## src/rtl/msg_rotator_if.sv

```systemverilog
// Handshake and display bus between the message rotator and its controller.
// The master drives run/hold requests and slot writes; the slave returns rotation state.
interface msg_rotator_if;
   logic       start;
   logic       stop;
   logic       wr_en;
   logic [2:0] wr_addr;
   logic [2:0] wr_data;
   logic       wr_ready;
   logic       wr_err;
   logic [2:0] s;
   logic [2:0] u, v, w, x, y;
   logic       step;
   logic       running;

   modport master (
      output start, stop, wr_en, wr_addr, wr_data,
      input  wr_ready, wr_err, s, u, v, w, x, y, step, running
   );

   modport slave (
      input  start, stop, wr_en, wr_addr, wr_data,
      output wr_ready, wr_err, s, u, v, w, x, y, step, running
   );
endinterface

```

## src/rtl/msg_rotator.sv

```systemverilog
// Five-character message rotator: a prescaled index s walks 0..4 while running,
// and the five character slots can be rewritten whenever rotation is idle or held.
module msg_rotator #(
   parameter int unsigned TICK_DIV = 4
) (
   input logic        clk,
   input logic        rst,
   msg_rotator_if.slave bus
);

   localparam int unsigned PW = (TICK_DIV > 2) ? $clog2(TICK_DIV) : 1;
   localparam logic [PW-1:0] PLAST = PW'(TICK_DIV - 1);
   localparam logic [4:0][2:0] HELLO = {3'd3, 3'd2, 3'd2, 3'd1, 3'd0};

   typedef enum logic [1:0] {IDLE, RUN, HOLD} state_t;

   state_t          state_q, state_d;
   logic [PW-1:0]   presc_q, presc_d;
   logic [2:0]      s_q, s_d;
   logic            step_q, step_d;
   logic            err_q, err_d;
   logic [4:0][2:0] slot_q, slot_d;
   logic            ready;

   assign ready = (state_q != RUN);

   always_ff @(posedge clk or posedge rst) begin
      if (rst) begin
         state_q <= IDLE;
         presc_q <= '0;
         s_q     <= '0;
         step_q  <= 1'b0;
         err_q   <= 1'b0;
         slot_q  <= HELLO;
      end else begin
         state_q <= state_d;
         presc_q <= presc_d;
         s_q     <= s_d;
         step_q  <= step_d;
         err_q   <= err_d;
         slot_q  <= slot_d;
      end
   end

   always_comb begin
      state_d = state_q;
      presc_d = presc_q;
      s_d     = s_q;
      step_d  = 1'b0;
      err_d   = 1'b0;
      slot_d  = slot_q;

      unique case (state_q)
         IDLE: begin
            presc_d = '0;
            if (bus.start && !bus.stop) state_d = RUN;
         end
         RUN: begin
            // The step is decided from the current state, so a simultaneous stop cannot cancel it.
            if (presc_q == PLAST) begin
               presc_d = '0;
               s_d     = (s_q == 3'd4) ? 3'd0 : s_q + 3'd1;
               step_d  = 1'b1;
            end else begin
               presc_d = presc_q + PW'(1);
            end
            if (bus.stop) state_d = HOLD;
         end
         HOLD: begin
            if (bus.start && !bus.stop) state_d = RUN;
         end
         default: state_d = IDLE;
      endcase

      if (bus.wr_en) begin
         if (ready && (bus.wr_addr <= 3'd4)) slot_d[bus.wr_addr] = bus.wr_data;
         else                                err_d = 1'b1;
      end
   end

   assign bus.s        = s_q;
   assign bus.step     = step_q;
   assign bus.running  = (state_q == RUN);
   assign bus.wr_ready = ready;
   assign bus.wr_err   = err_q;
   assign bus.u        = slot_q[0];
   assign bus.v        = slot_q[1];
   assign bus.w        = slot_q[2];
   assign bus.x        = slot_q[3];
   assign bus.y        = slot_q[4];

endmodule

```

## src/flat_wrapper.sv

```systemverilog
// flat-port wrapper written by rule: the top's interface ports become plain ports
module msg_rotator_flat 
#(
   parameter int unsigned TICK_DIV = 4
)
  (clk, rst, bus_start, bus_stop, bus_wr_en, bus_wr_addr, bus_wr_data, bus_wr_ready, bus_wr_err, bus_s, bus_u, bus_v, bus_w, bus_x, bus_y, bus_step, bus_running);
  msg_rotator_if bus_i ();
  input logic clk;
  input logic rst;
  input wire logic [$bits(bus_i.start)-1:0] bus_start;
  input wire logic [$bits(bus_i.stop)-1:0] bus_stop;
  input wire logic [$bits(bus_i.wr_en)-1:0] bus_wr_en;
  input wire logic [$bits(bus_i.wr_addr)-1:0] bus_wr_addr;
  input wire logic [$bits(bus_i.wr_data)-1:0] bus_wr_data;
  output wire logic [$bits(bus_i.wr_ready)-1:0] bus_wr_ready;
  output wire logic [$bits(bus_i.wr_err)-1:0] bus_wr_err;
  output wire logic [$bits(bus_i.s)-1:0] bus_s;
  output wire logic [$bits(bus_i.u)-1:0] bus_u;
  output wire logic [$bits(bus_i.v)-1:0] bus_v;
  output wire logic [$bits(bus_i.w)-1:0] bus_w;
  output wire logic [$bits(bus_i.x)-1:0] bus_x;
  output wire logic [$bits(bus_i.y)-1:0] bus_y;
  output wire logic [$bits(bus_i.step)-1:0] bus_step;
  output wire logic [$bits(bus_i.running)-1:0] bus_running;
  assign bus_i.start = bus_start;
  assign bus_i.stop = bus_stop;
  assign bus_i.wr_en = bus_wr_en;
  assign bus_i.wr_addr = bus_wr_addr;
  assign bus_i.wr_data = bus_wr_data;
  assign bus_wr_ready = bus_i.wr_ready;
  assign bus_wr_err = bus_i.wr_err;
  assign bus_s = bus_i.s;
  assign bus_u = bus_i.u;
  assign bus_v = bus_i.v;
  assign bus_w = bus_i.w;
  assign bus_x = bus_i.x;
  assign bus_y = bus_i.y;
  assign bus_step = bus_i.step;
  assign bus_running = bus_i.running;
  msg_rotator #(.TICK_DIV(TICK_DIV)) u_core (.clk(clk), .rst(rst), .bus(bus_i));
endmodule
```

## config.mk

```make
export PLATFORM = sky130hd
export DESIGN_NAME = msg_rotator_flat
export DESIGN_NICKNAME = d
export VERILOG_FILES = /design/src/rtl/msg_rotator_if.sv /design/src/rtl/msg_rotator.sv /design/src/flat_wrapper.sv
export SDC_FILE = /design/constraint.sdc
export NUM_CORES = 1
export LEC_CHECK = 0
export CAP_MARGIN = 20
export CORE_UTILIZATION = 41
export CTS_BUF_LIST = sky130_fd_sc_hd__clkbuf_16
export CTS_CLUSTER_DIAMETER = 80
export DETAILED_ROUTE_END_ITERATION = 10
export PLACE_DENSITY = 0.71
export SLEW_MARGIN = 20
export SYNTH_ARGS = -nofsm -noshare
export SYNTH_HDL_FRONTEND = slang
export SYNTH_SLANG_ARGS = --single-unit
```

## constraint.sdc

```tcl
create_clock -name clk -period 1.2 [get_ports clk]
set_input_delay 0.12 -clock clk [delete_from_list [all_inputs] [get_ports clk]]
set_output_delay 0.12 -clock clk [all_outputs]
set_load 0.02 [all_outputs]
```

==> impl_metrics.env <==
export IMPL_grt_start_max_net_pins=25
export IMPL_final_area_sq_mm=0.00167
export IMPL_synth_distinct_cells=25
export IMPL_syn_area_per_cell_sq_um=14.4
export IMPL_start_kind="flip-flop"
export IMPL_finalHoldViolCount=0
export IMPL_synth_area_sq_mm=0.00110
export IMPL_synth_compound_area_share_pct=6.62
export IMPL_synth_most_common_cell="dfrtp_1"
export IMPL_drtPass1Iterations=2
export IMPL_postRouteAntennaNets=0
export IMPL_reg2reg_depth=4
export IMPL_critical_path_arrival_ns=1.38
export IMPL_fp_dieW_microns=53.7
export IMPL_cp_required_ns=1.34
export IMPL_final_period_utilization_pct=104
export IMPL_syn_to_final_growth_pct=52.2
export IMPL_wire_per_inst_microns=14.8
export IMPL_portBuffers=32
export IMPL_syn_nets=90
export IMPL_peakVddDrop_uv=1540
export IMPL_cap_violations=0
export IMPL_leakage_nw=0.846
export IMPL_first_global_vias=790
export IMPL_num_io_pins=33
export IMPL_yosys_area_top_type="dfrtp_1"
export IMPL_synth_xor_area_share_pct=0
export IMPL_die_height_microns=53.7
export IMPL_grt_overflow=0
export IMPL_ys_seq_area_share_pct=55.4
export IMPL_remaining_drc_errors=0
export IMPL_cts_sinks=24
export IMPL_fmax_mhz=804
export IMPL_maxSlewViolCount=0
export IMPL_synth_top_family_by_area="multiplexers"
export IMPL_grt_total_usage_pct=18.1
export IMPL_skew_ns=0.00129
export IMPL_async_flop_share_pct=100
export IMPL_antenna_found_initial=0
export IMPL_drive_gt1_share_pct=40.7
export IMPL_rsz0062_at_grt="true"
export IMPL_clk_latency_ns=0.25
export IMPL_max_slew_margin_rel_pct=85.3
export IMPL_synthMuxAreaShare_pct=16.8
export IMPL_setup_slack_ns=-0.0439
export IMPL_end_kind="flip-flop"
export IMPL_grt_pass1_wl_mm=3.57
export IMPL_gp_routability_congestion=0.787
export IMPL_nNetsFinal=138
export IMPL_fill_cells=194
export IMPL_final_util_pct=66.7
export IMPL_yosys_area_share_simple_pct=13.9
export IMPL_htreeDepth=1
export IMPL_hold_path_class="in -> async"
export IMPL_cts_buffer_depth=2
export IMPL_row_count=18
export IMPL_dpl_hpwl_mm=1.68
export IMPL_routed_wl_mm=2.26
export IMPL_worst_pin_slew_ns=0.219
export IMPL_synthAdderAreaFrac_pct=3.42
export IMPL_violations="negative setup slack"
export IMPL_postSynthCellCount=76
export IMPL_tritoncts="built"
export IMPL_clock_root_buffer="clkbuf_16"
export IMPL_synth_ff_type="dfrtp_1"
export IMPL_placed_area_sq_mm=0.00156
export IMPL_fin_crit_ns=1.24
export IMPL_clkSlewWorstSetupHoldPaths_ns=0.06
export IMPL_initial_core_util_pct=43.8
export IMPL_crit_type="reg -> reg"
export IMPL_outcome="finished with violations"
export IMPL_power_density_mw_per_mm2=1640
export IMPL_synth_area_top_cells="dfrtp_1, dfstp_2, mux2_1, mux2_4, nand4b_4"
export IMPL_r2r_start="u_core.state_q[1]"
export IMPL_cts_buffers=3
export IMPL_synth_edf_count=0
export IMPL_timing_rr_end="u_core.bus.w[0]"
export IMPL_ys_ff_latch=24
export IMPL_setup_violations_final=10
export IMPL_r2r_slack_ns=-0.04
export IMPL_vias=778
export IMPL_drt_iter0_markers=5
export IMPL_synth_commonest_cells="dfrtp_1, mux2_1, o21ai_0"
export IMPL_yosysWarnings=0
export IMPL_antenna_cells=0
export IMPL_dieArea_sq_mm=0.00288
export IMPL_vias_per_cell=5.08
export IMPL_path_max_fanout=6
export IMPL_core_area_sq_mm=0.00250
export IMPL_yosys_area_top_type_share_pct=43.4
[repair_timing]
| item | 4_1_cts | 5_1_grt |
|---|---|---|
| setup endpoints to repair | 36 | 19 |
| setup buffers | 2 | 0 |
| gates resized for setup | 46 | 9 |
| hold buffers | 0 | 0 |
| pin swaps | 2 | 3 |
| gates cloned | 0 | 0 |
[sequential cells by signal, indices dropped and copies added (netlist names)]
register,flops
u_core.bus.y,3
u_core.state_q,2
u_core.presc_q,2
u_core.bus.u,3
u_core.bus.w,3
u_core.bus.s,3
u_core.bus.x,3
u_core.bus.wr_err,1
u_core.bus.v,3
u_core.bus.step,1
[through the flow]
step | power [mW] | TNS (ns) | instances | hold slack (ns) | worst slack [ns]
2_1_floorplan | 1.61 | -0.267 | 76 | 0.131 | -0.0916
3_3_place_gp | 2.05 | -4.13 | 148 | 0.463 | -0.299
3_5_place_dp | 2.08 | -4.30 | 148 | 0.477 | -0.308
4_1_cts | 2.73 | -0.179 | 154 | 0.200 | -0.0334
5_1_grt | 2.86 | -0.811 | 153 | 0.224 | -0.0778
6_report | 2.73 | -0.293 | 153 | 0.189 | -0.0439
[placed cells by master (no fill, tap or decap), types with 2 or more instances in the layout]
cell type / count
nand3_1: 2
dlygate4sd2_1: 17
o21ai_0: 5
inv_1: 6
buf_4: 9
dfrtp_1: 19
nand2_1: 2
clkdlybuf4s15_2: 5
dfstp_2: 5
clkbuf_16: 3
mux2_4: 14
nand4b_4: 2
ha_1: 3
clkdlybuf4s50_1: 8
buf_12: 2
[worst max-delay path, cell delays in order (launching register included)]
cell	delay, ns
dfrtp_1	0.39
nand2b_4	0.17
buf_8	0.15
nand4b_4	0.12
mux2_4	0.30
[final cells by class]
cell class | instances | area [sq um] | share of cell area, %
Inverter | 6 | 22.5 | 1.35
Clock buffer | 3 | 75.1 | 4.50
Clock inverter | 1 | 3.75 | 0.225
Sequential cell | 24 | 607 | 36.4
Multi-Input combinational cell | 45 | 498 | 29.9
Tap cell | 30 | 37.5 | 2.25
Timing Repair Buffer | 44 | 424 | 25.4
[metal layers]
layer	GRT usage (%)	up-vias	part of all wire, %
li1	-	365	-
met1	23.0	391	47
met2	29.6	18	48
met3	2.54	4	3.9
met4	9.21	0	1.5
met5	0	-	0
[cell families after synthesis]
group | Yosys count
flip-flops | 24
multiplexers | 15
AND/OR/NAND/NOR | 15
AO/OA/AOI/OAI | 12
buffers and inverters | 7
adder cells (fa/ha/maj) | 3
[power by group]
group          total [mW]  leakage (nW)  internal (mW)  switching (mW)
logic               0.898         0.513          0.472           0.426
clock network       0.716        0.0385          0.445           0.271
registers            1.12         0.294           1.01           0.104
total                2.73         0.846           1.93           0.802
[worst max path at each step]
stage / endpoint / cells after the start / from
floorplan: u_core.bus.x[0] / 4 / u_core.state_q[1]
global placement: u_core.bus.x[2] / 4 / bus_wr_addr[2]
detailed placement: u_core.bus.x[0] / 4 / bus_wr_addr[2]
CTS: u_core.bus.v[2] / 4 / u_core.state_q[0]
global route: u_core.bus.s[0] / 5 / u_core.state_q[0]
finish: u_core.bus.w[0] / 4 / u_core.state_q[1]
(Power assumes the default switching activity.)
